<file path="config.mk">
export PLATFORM = sky130hd
export DESIGN_NAME = alu_seq_exec
export DESIGN_NICKNAME = d
export VERILOG_FILES = /design/src/rtl/alu_seq_exec.sv
export SDC_FILE = /design/constraint.sdc
export NUM_CORES = 1
export LEC_CHECK = 0
export BUFFER_PORTS_ARGS = -buffer_cell sky130_fd_sc_hd__buf_2
export CELL_PAD_IN_SITES_DETAIL_PLACEMENT = 0
export CELL_PAD_IN_SITES_GLOBAL_PLACEMENT = 1
export CORE_UTILIZATION = 34
export DETAILED_ROUTE_END_ITERATION = 7
export GPL_TIMING_DRIVEN = 0
export PLACE_DENSITY_LB_ADDON = 0.1
export SKIP_CTS_REPAIR_TIMING = 1
export SKIP_LAST_GASP = 1
export SYNTH_ARGS = -nofsm -noshare
export SYNTH_HDL_FRONTEND = slang
export SYNTH_SLANG_ARGS = --single-unit
</file>
<file path="constraint.sdc">
create_clock -name i_clk -period 6.4 [get_ports i_clk]
set_input_delay 0.96 -clock i_clk [delete_from_list [all_inputs] [get_ports i_clk]]
set_output_delay 0.96 -clock i_clk [all_outputs]
set_load 0.05 [all_outputs]
</file>
<file path="src/rtl/alu_seq_exec.sv">
// Multi-cycle RV32I execute unit: one-cycle logic/arithmetic, iterative shifter, valid/ready in and out.
// Define ALU_SEQ_FAST_SHIFT_EN to shift up to 4 bits per cycle instead of 1.
module alu_seq_exec #(
  parameter int unsigned DATA_WIDTH = 32
) (
  input  logic                  i_clk,
  input  logic                  i_rst,
  input  logic                  i_valid,
  output logic                  o_ready,
  input  logic [3:0]            i_ALUControlLines,
  input  logic [DATA_WIDTH-1:0] i_A,
  input  logic [DATA_WIDTH-1:0] i_B,
  output logic                  o_valid,
  input  logic                  i_ready,
  output logic [DATA_WIDTH-1:0] o_result,
  output logic                  o_zero,
  output logic                  o_illegal
);

  localparam int unsigned SHAMT_W = $clog2(DATA_WIDTH);

  localparam logic [1:0] IDLE  = 2'd0;
  localparam logic [1:0] SHIFT = 2'd1;
  localparam logic [1:0] DONE  = 2'd2;

  localparam logic [3:0] OP_AND  = 4'b0000;
  localparam logic [3:0] OP_OR   = 4'b0001;
  localparam logic [3:0] OP_ADD  = 4'b0010;
  localparam logic [3:0] OP_XOR  = 4'b0011;
  localparam logic [3:0] OP_SLL  = 4'b0100;
  localparam logic [3:0] OP_SRL  = 4'b0101;
  localparam logic [3:0] OP_SUB  = 4'b0110;
  localparam logic [3:0] OP_SRA  = 4'b0111;
  localparam logic [3:0] OP_SLT  = 4'b1000;
  localparam logic [3:0] OP_SLTU = 4'b1001;

  logic [1:0]            state, state_next;
  logic [SHAMT_W-1:0]    count, count_next;
  logic [DATA_WIDTH-1:0] work, work_next;
  logic [3:0]            op, op_next;
  logic [DATA_WIDTH-1:0] result_next;
  logic                  zero_next, illegal_next;

  logic [SHAMT_W-1:0]    shamt_c, step_c;
  logic [DATA_WIDTH-1:0] alu_c, shifted_c;
  logic                  illegal_c, is_shift_c;

  // Single-cycle datapath on the live request operands
  always_comb begin
    shamt_c    = i_B[SHAMT_W-1:0];
    illegal_c  = 1'b0;
    is_shift_c = (i_ALUControlLines == OP_SLL) || (i_ALUControlLines == OP_SRL) ||
                 (i_ALUControlLines == OP_SRA);
    case (i_ALUControlLines)
      OP_AND:  alu_c = i_A & i_B;
      OP_OR:   alu_c = i_A | i_B;
      OP_ADD:  alu_c = i_A + i_B;
      OP_XOR:  alu_c = i_A ^ i_B;
      OP_SLL:  alu_c = i_A << shamt_c;
      OP_SRL:  alu_c = i_A >> shamt_c;
      OP_SUB:  alu_c = i_A - i_B;
      OP_SRA:  alu_c = DATA_WIDTH'($signed(i_A) >>> shamt_c);
      OP_SLT:  alu_c = DATA_WIDTH'($signed(i_A) < $signed(i_B));
      OP_SLTU: alu_c = DATA_WIDTH'(i_A < i_B);
      default: begin
        alu_c     = '0;
        illegal_c = 1'b1;
      end
    endcase
  end

  // Iterative shifter step on the captured working register
  always_comb begin
`ifdef ALU_SEQ_FAST_SHIFT_EN
    step_c = (count < SHAMT_W'(4)) ? count : SHAMT_W'(4);
`else
    step_c = SHAMT_W'(1);
`endif
    case (op)
      OP_SLL:  shifted_c = work << step_c;
      OP_SRA:  shifted_c = DATA_WIDTH'($signed(work) >>> step_c);
      default: shifted_c = work >> step_c;
    endcase
  end

  // Next-state and result-load logic
  always_comb begin
    state_next   = state;
    count_next   = count;
    work_next    = work;
    op_next      = op;
    result_next  = o_result;
    zero_next    = o_zero;
    illegal_next = o_illegal;
    case (state)
      IDLE: begin
        if (i_valid) begin
          op_next = i_ALUControlLines;
          if (is_shift_c && (shamt_c != '0)) begin
            work_next  = i_A;
            count_next = shamt_c;
            state_next = SHIFT;
          end else begin
            result_next  = alu_c;
            zero_next    = (alu_c == '0);
            illegal_next = illegal_c;
            state_next   = DONE;
          end
        end
      end
      SHIFT: begin
        work_next  = shifted_c;
        count_next = count - step_c;
        if (count == step_c) begin
          result_next  = shifted_c;
          zero_next    = (shifted_c == '0);
          illegal_next = 1'b0;
          state_next   = DONE;
        end
      end
      DONE: begin
        if (i_ready) state_next = IDLE;
      end
      default: state_next = IDLE;
    endcase
  end

  always_ff @(posedge i_clk) begin
    if (i_rst) begin
      state     <= IDLE;
      count     <= '0;
      work      <= '0;
      op        <= '0;
      o_ready   <= 1'b1;
      o_valid   <= 1'b0;
      o_result  <= '0;
      o_zero    <= 1'b0;
      o_illegal <= 1'b0;
    end else begin
      state     <= state_next;
      count     <= count_next;
      work      <= work_next;
      op        <= op_next;
      o_ready   <= (state_next == IDLE);
      o_valid   <= (state_next == DONE);
      o_result  <= result_next;
      o_zero    <= zero_next;
      o_illegal <= illegal_next;
    end
  end

endmodule

</file>
## Word level (Yosys, flattened, before mapping)

Index checks and enable logic that the tools add are counted.

- Bitwise gates (word level): 3
- Muxes and demuxes: 26
- Magnitude comparators: 2
- Shift operators: 3
- Add/subtract/negate cells: 3
- Reduce and logical (&&, ||, !) cells: 14
- Eq/ne operators: 19

Operators by type and width:

| cell | count |
|---|---|
| 32-bit case mux with 10 select lines | 1 |
| 32-bit case mux with 2 select lines | 3 |
| 32-bit 2-to-1 mux | 5 |
| 32-bit logical NOT | 2 |
| 32-bit less-than comparator | 2 |
| 32-bit adder | 1 |
| 32-bit bitwise AND | 1 |
| 32-bit OR | 1 |
| 32-bit by 5-bit left shift with 32-bit output | 1 |
| 32-bit by 5-bit right shift with 32-bit output | 1 |
| 32-bit by 5-bit >>> shifter with 32-bit output | 1 |
| 32-bit subtractor | 1 |
| 32-bit XOR | 1 |
| 4-bit by 3-bit == test with 1-bit output, second input constant | 6 |
| 5-bit 2-to-1 mux | 2 |
| 5-bit case mux with 2 select lines | 1 |
| 10-bit OR reduction | 1 |
| 4-bit by 2-bit == test with 1-bit output, second input constant | 2 |
| 4-bit == test, second input constant | 2 |
| 2-bit 2-to-1 mux | 4 |
| 2-bit inequality test, second input constant | 4 |
| 1-bit 2-to-1 mux | 7 |
| 2-bit case mux with 3 select lines | 1 |
| 5-bit by 1-bit == test with 1-bit output, second input constant | 1 |
| other kinds (14) | 18 |

- Input port bits: 72
- Register bits: 79
- Output and inout bits: 36
- Logic and storage cells: 79

## Logic depth before layout (Yosys ltp)

- Word-level depth: 8
- Mapped depth: 19
- Depth with buffers taken out: 15

## Worst setup path before layout

OpenSTA, ideal clock, no wires.

- Path type: input port to flip-flop
- From: input i_B[2]
- To: register o_zero
- Stages on the path: 17
- Path slack: 846 ps
- Required time: 6327 ps
- Setup time: 73 ps
- Buffers on the path: 5
- Data arrival time: 5481 ps
- Cells stage by stage: buf_2 -> buf_2 -> inv_2 -> clkbuf_1 -> clkbuf_1 -> clkbuf_1 -> ha_1 -> or3_1 -> o21ai_0 -> a2111oi_1 -> o31ai_1 -> a21oi_1 -> a221o_1 -> a211oi_1 -> nand4_1 -> or4_1 -> o22ai_2

- Longest elaborated chain between the ends: 6
- Elaborated cells on any way between the ends: 19
- Classes of those cells: 2 x add/sub; 2 x order compare; 1 x eq/ne; 3 x shift; 4 x mux; 3 x bitwise; 4 x reduce/logical

RTL lines:

| what | RTL line | source |
|---|---|---|
| start: declaration | 12 | `input logic [DATA_WIDTH-1:0] i_B,` |
| 32-bit subtractor, or another cell as far along | 61 | `OP_SUB: alu_c = i_A - i_B;` |
| 32-bit case mux with 10 select lines | 54 | `case (i_ALUControlLines)` |
| 32-bit logical NOT | 105 | `zero_next = (alu_c == '0);` |
| 1-bit 2-to-1 mux | 99 | `if (is_shift_c && (shamt_c != '0)) begin` |
| 1-bit 2-to-1 mux | 97 | `if (i_valid) begin` |
| 1-bit case mux with 2 select lines | 95 | `case (state)` |
| end signal: assignment | 147 | `o_zero <= zero_next;` |
| end: declaration | 16 | `output logic o_zero,` |

Several ways; a longest one is shown, not always the timed one. The select of a mux whose other input is x is not followed.
A chain may end at the register's enable or synchronous reset.

## Worst setup path after layout

- From: input i_A[7]
- To: register o_zero

- Longest elaborated chain between the ends: 6
- Elaborated cells on any way between the ends: 15
- Classes of those cells: 2 x add/sub; 2 x order compare; 3 x shift; 4 x mux; 3 x bitwise; 1 x reduce/logical

RTL lines:

| what | RTL line | source |
|---|---|---|
| start: declaration | 11 | `input logic [DATA_WIDTH-1:0] i_A,` |
| 32-bit subtractor, or another cell as far along | 61 |  |
| 32-bit case mux with 10 select lines * | 54 |  |
| 32-bit logical NOT * | 105 |  |
| 1-bit 2-to-1 mux * | 99 |  |
| 1-bit 2-to-1 mux * | 97 |  |
| 1-bit case mux with 2 select lines * | 95 |  |

Mark *: on every way between the ends. The rest lies on a longest branch, timed or not. The select of a mux whose other input is x is not followed.

==> results.cfg <==
[synthesis]
synthFlopType = dfxtp_1
synth_top_area_share_pct = 10.88
ys_ff_latch = 79
synth_seq_area_share_pct = 10.88
synth_largest_area_cell = dfxtp_1
synthCells = 2078
synth_top_family_by_area = compound AO/OA/AOI/OAI gates
syn_nets = 2254
synthXorXnorAreaFrac_pct = 0.3012
yosys-top-cells-area = dfxtp_1 (11%), ha_1 (8.8%), mux4_2 (7.9%)
yosys.area_share.adder_pct = 9.054
yosys.area_share.simple_pct = 24.99
ys_types = 87
synth_compound_area_share_pct = 30.96
synth.cell_area_mm2 = 0.01454
async_flop_share_pct = 0
synth_mux_area_share_pct = 15.94
synth_warnings = 0
syn_avg_cell_area_um2 = 6.996
synth_enable_flop_cells = 0

[setup_path]
start_kind = primary input
crit_buf_inv = 3
crit_type = in2reg
critical_path_required_ps = 6680
crit_chain = buf_2 -> clkbuf_1 -> inv_1 -> ha_1 -> nor4_1 -> o21ai_0 -> a31oi_4 -> nor2_4 -> xnor2_1 -> o211a_1 -> or4b_1 -> nor4_1 -> or4b_1 -> or4_1 -> o22ai_2
worstPathArrival_ps = 6650
end_kind = register
crit_family = simple AND/OR/NAND/NOR gates
max_stage_delay_ps = 930
cp_slowest_cell = clkbuf_1
worst-path-max-fanout = 11

[global_routing]
gr-total-overflow = 0
grt_pass1_vias = 17830
grt_pass1_wl_um = 141800
grt_max_degree = 17
antenna_found_initial = 13
grtUsageTotal_pct = 45.91

[power]
irDropWorstVdd_uv = 155.5
pwr-share-seq_pct = 21.4
p_sw_mw = 1.362
internal-power_mw = 1.280
p_clk_share_pct = 20.8
pwr-share-comb_pct = 57.8
swShare_pct = 51.54
power.density_mw_per_mm2 = 163.5
p_leak_nw = 6.323

[clock_tree]
cts_tree = done
worstSkewPairLatency_ps = 350
numClockSinks = 79
numCtsBuffers = 9
cts_buffer_depth = 2
cts.clk_slew.worst_paths_ps = 70
cts_root_buffer = clkbuf_16
htree_num_levels = 3

[placed_design]
dpl.cell_count = 2727
port_buffers = 107
place_ws_ps = -2068
gp_congestion = 1.075
dp_hpwl_um = 80780

[die]
chipHeight_um = 208.8
fp-row-count = 75
ios = 108
die_area_mm2 = 0.04359
initial_core_util_pct = 34.58
dieWidth_um = 208.8
core_mm2 = 0.04204

[detailed_routing]
route.detailed.drc = 4
antenna_left = 0
dr.pass1.iters = 8
drt_iter0_drc = 3198
wirelength_um = 101700
drt-vias-per-instance = 7.015
vias = 19210
wl_per_cell_um = 37.14

[cells_and_area]
finalNonFillerCells = 2738
final_common_cell = nand2_1
final_cell_mix = nand2_1 (285), nor2_1 (187), a21oi_1 (163), buf_2 (131), clkbuf_1 (121)
drive_gt1_share_pct = 13.27
area_growth_syn_to_layout_pct = 11.17
n_fill_cell = 4592
fin_util_pct = 38.44
nets = 2364

[timing]
fmax_ghz = 0.1571
drv_slew = 0
post-route-min-period_ps = 6364
skew_ps = 8.951
finalHoldViolCount = 0
rsz0062_at_grt = false
min_period_over_period_pct = 99.44
worstMarginPinSlew_ps = 1445
worst_slew_margin_rel_pct = 3.677
setup_viol = 0
timing.final.ws_setup_ps = 35.71

[flow_run]
cap_viol_max_count = 0

[run_status]
outcome = complete, but fails checks
violations = design-rule violations

[min_path]
hold_path_class = reg2reg
[final timing paths]
check	start	endpoint	slack [ps]	depth (start not counted)
setup reg to reg	count[0]$_SDFFE_PP0P_	o_zero$_SDFFE_PP0P_	3160	9
setup / recovery	i_A[7]	o_zero$_SDFFE_PP0P_	40	15
hold reg to reg	o_result[6]$_SDFFE_PP0P_	o_result[6]$_SDFFE_PP0P_	450	2
hold / removal	o_result[6]$_SDFFE_PP0P_	o_result[6]$_SDFFE_PP0P_	450	2
[worst register-to-register path, stage by stage (launching register included)]
cell	delay, ps
dfxtp_1	420
ha_1	160
or4b_2	640
o22ai_1	270
nor2_1	70
nor2_1	200
nand4b_1	120
or4b_1	560
or4_1	600
o22ai_2	130
[synth_stat cells, types with 11 or more instances]
| cell type | instances |
|---|---|
| nand2b_1 | 37 |
| o22ai_1 | 17 |
| clkbuf_1 | 133 |
| and2_1 | 11 |
| o21ai_0 | 119 |
| or3_1 | 23 |
| nor2b_1 | 20 |
| buf_1 | 20 |
| a311oi_1 | 23 |
| dfxtp_1 | 79 |
| a211o_1 | 15 |
| nor4_1 | 27 |
| mux2i_1 | 77 |
| a211oi_1 | 45 |
| nor3_1 | 40 |
| a21oi_1 | 163 |
| buf_2 | 27 |
| nand3_1 | 54 |
| nor2_1 | 188 |
| mux2_2 | 33 |
| nand2_1 | 285 |
| a31oi_1 | 40 |
| nand4_1 | 13 |
| inv_1 | 100 |
| o211ai_1 | 37 |
| a22oi_1 | 18 |
| mux4_2 | 51 |
| a221oi_1 | 16 |
| ha_1 | 102 |
| and3_1 | 31 |
[stage by stage]
step | setup TNS, ps | hold slack [ps] | power, mW | area, um2
floorplan | 0 | 431.2 | 1.427 | 14540
global placement | -27460 | 436.6 | 2.018 | 15750
detailed placement | -25470 | 442.3 | 2.009 | 15780
CTS | -15870 | 451.7 | 2.552 | 16090
global route | 0 | 461.8 | 2.706 | 16150
finish | 0 | 448.0 | 2.642 | 16160
[power by group through the flow]
stage	Combinational [mW]	Sequential [mW]	Clock [mW]
final	1.53	0.565	0.549
after global routing	1.57	0.569	0.566
after CTS	1.44	0.563	0.546
after detailed placement	1.44	0.574	0
after global placement	1.44	0.573	0
after floorplan	0.796	0.632	0
[per-layer routing]
layer,track usage [%],routed length [um],vias to the layer above
met5,0,56,-
met4,29.94,8200,8
met3,11.56,12070,367
met2,65.66,40650,1531
met1,60.82,40730,9293
li1,-,-,8008
[kinds of logic after synthesis]
| logic type | count (synthesis) |
|---|---|
| AO/OA/AOI/OAI | 665 |
| XOR/XNOR | 5 |
| adder cells (fa/ha/maj) | 104 |
| buffers and inverters | 288 |
| flip-flops | 79 |
| multiplexers | 162 |
| AND/OR/NAND/NOR | 775 |
[sequential cells by signal (all words and copies together) (netlist names)]
register,cells
op,4
work,32
o_valid,1
o_illegal,1
o_result,32
count,5
o_zero,1
o_ready,1
state,2
[cell type report]
type	instances	area, um2	share of cell area [%]
multi-input cells	1711	11900	73.65
well taps	539	674.4	4.173
plain buffers	174	729.5	4.513
clock buffers	9	225.2	1.394
diodes	6	15.01	0.09290
flip-flops and latches	79	1582	9.786
clock inverters	7	85.08	0.5264
inverters	102	385.4	2.384
repair buffers	111	563.0	3.484
Power figures use the tool's default switching activity.
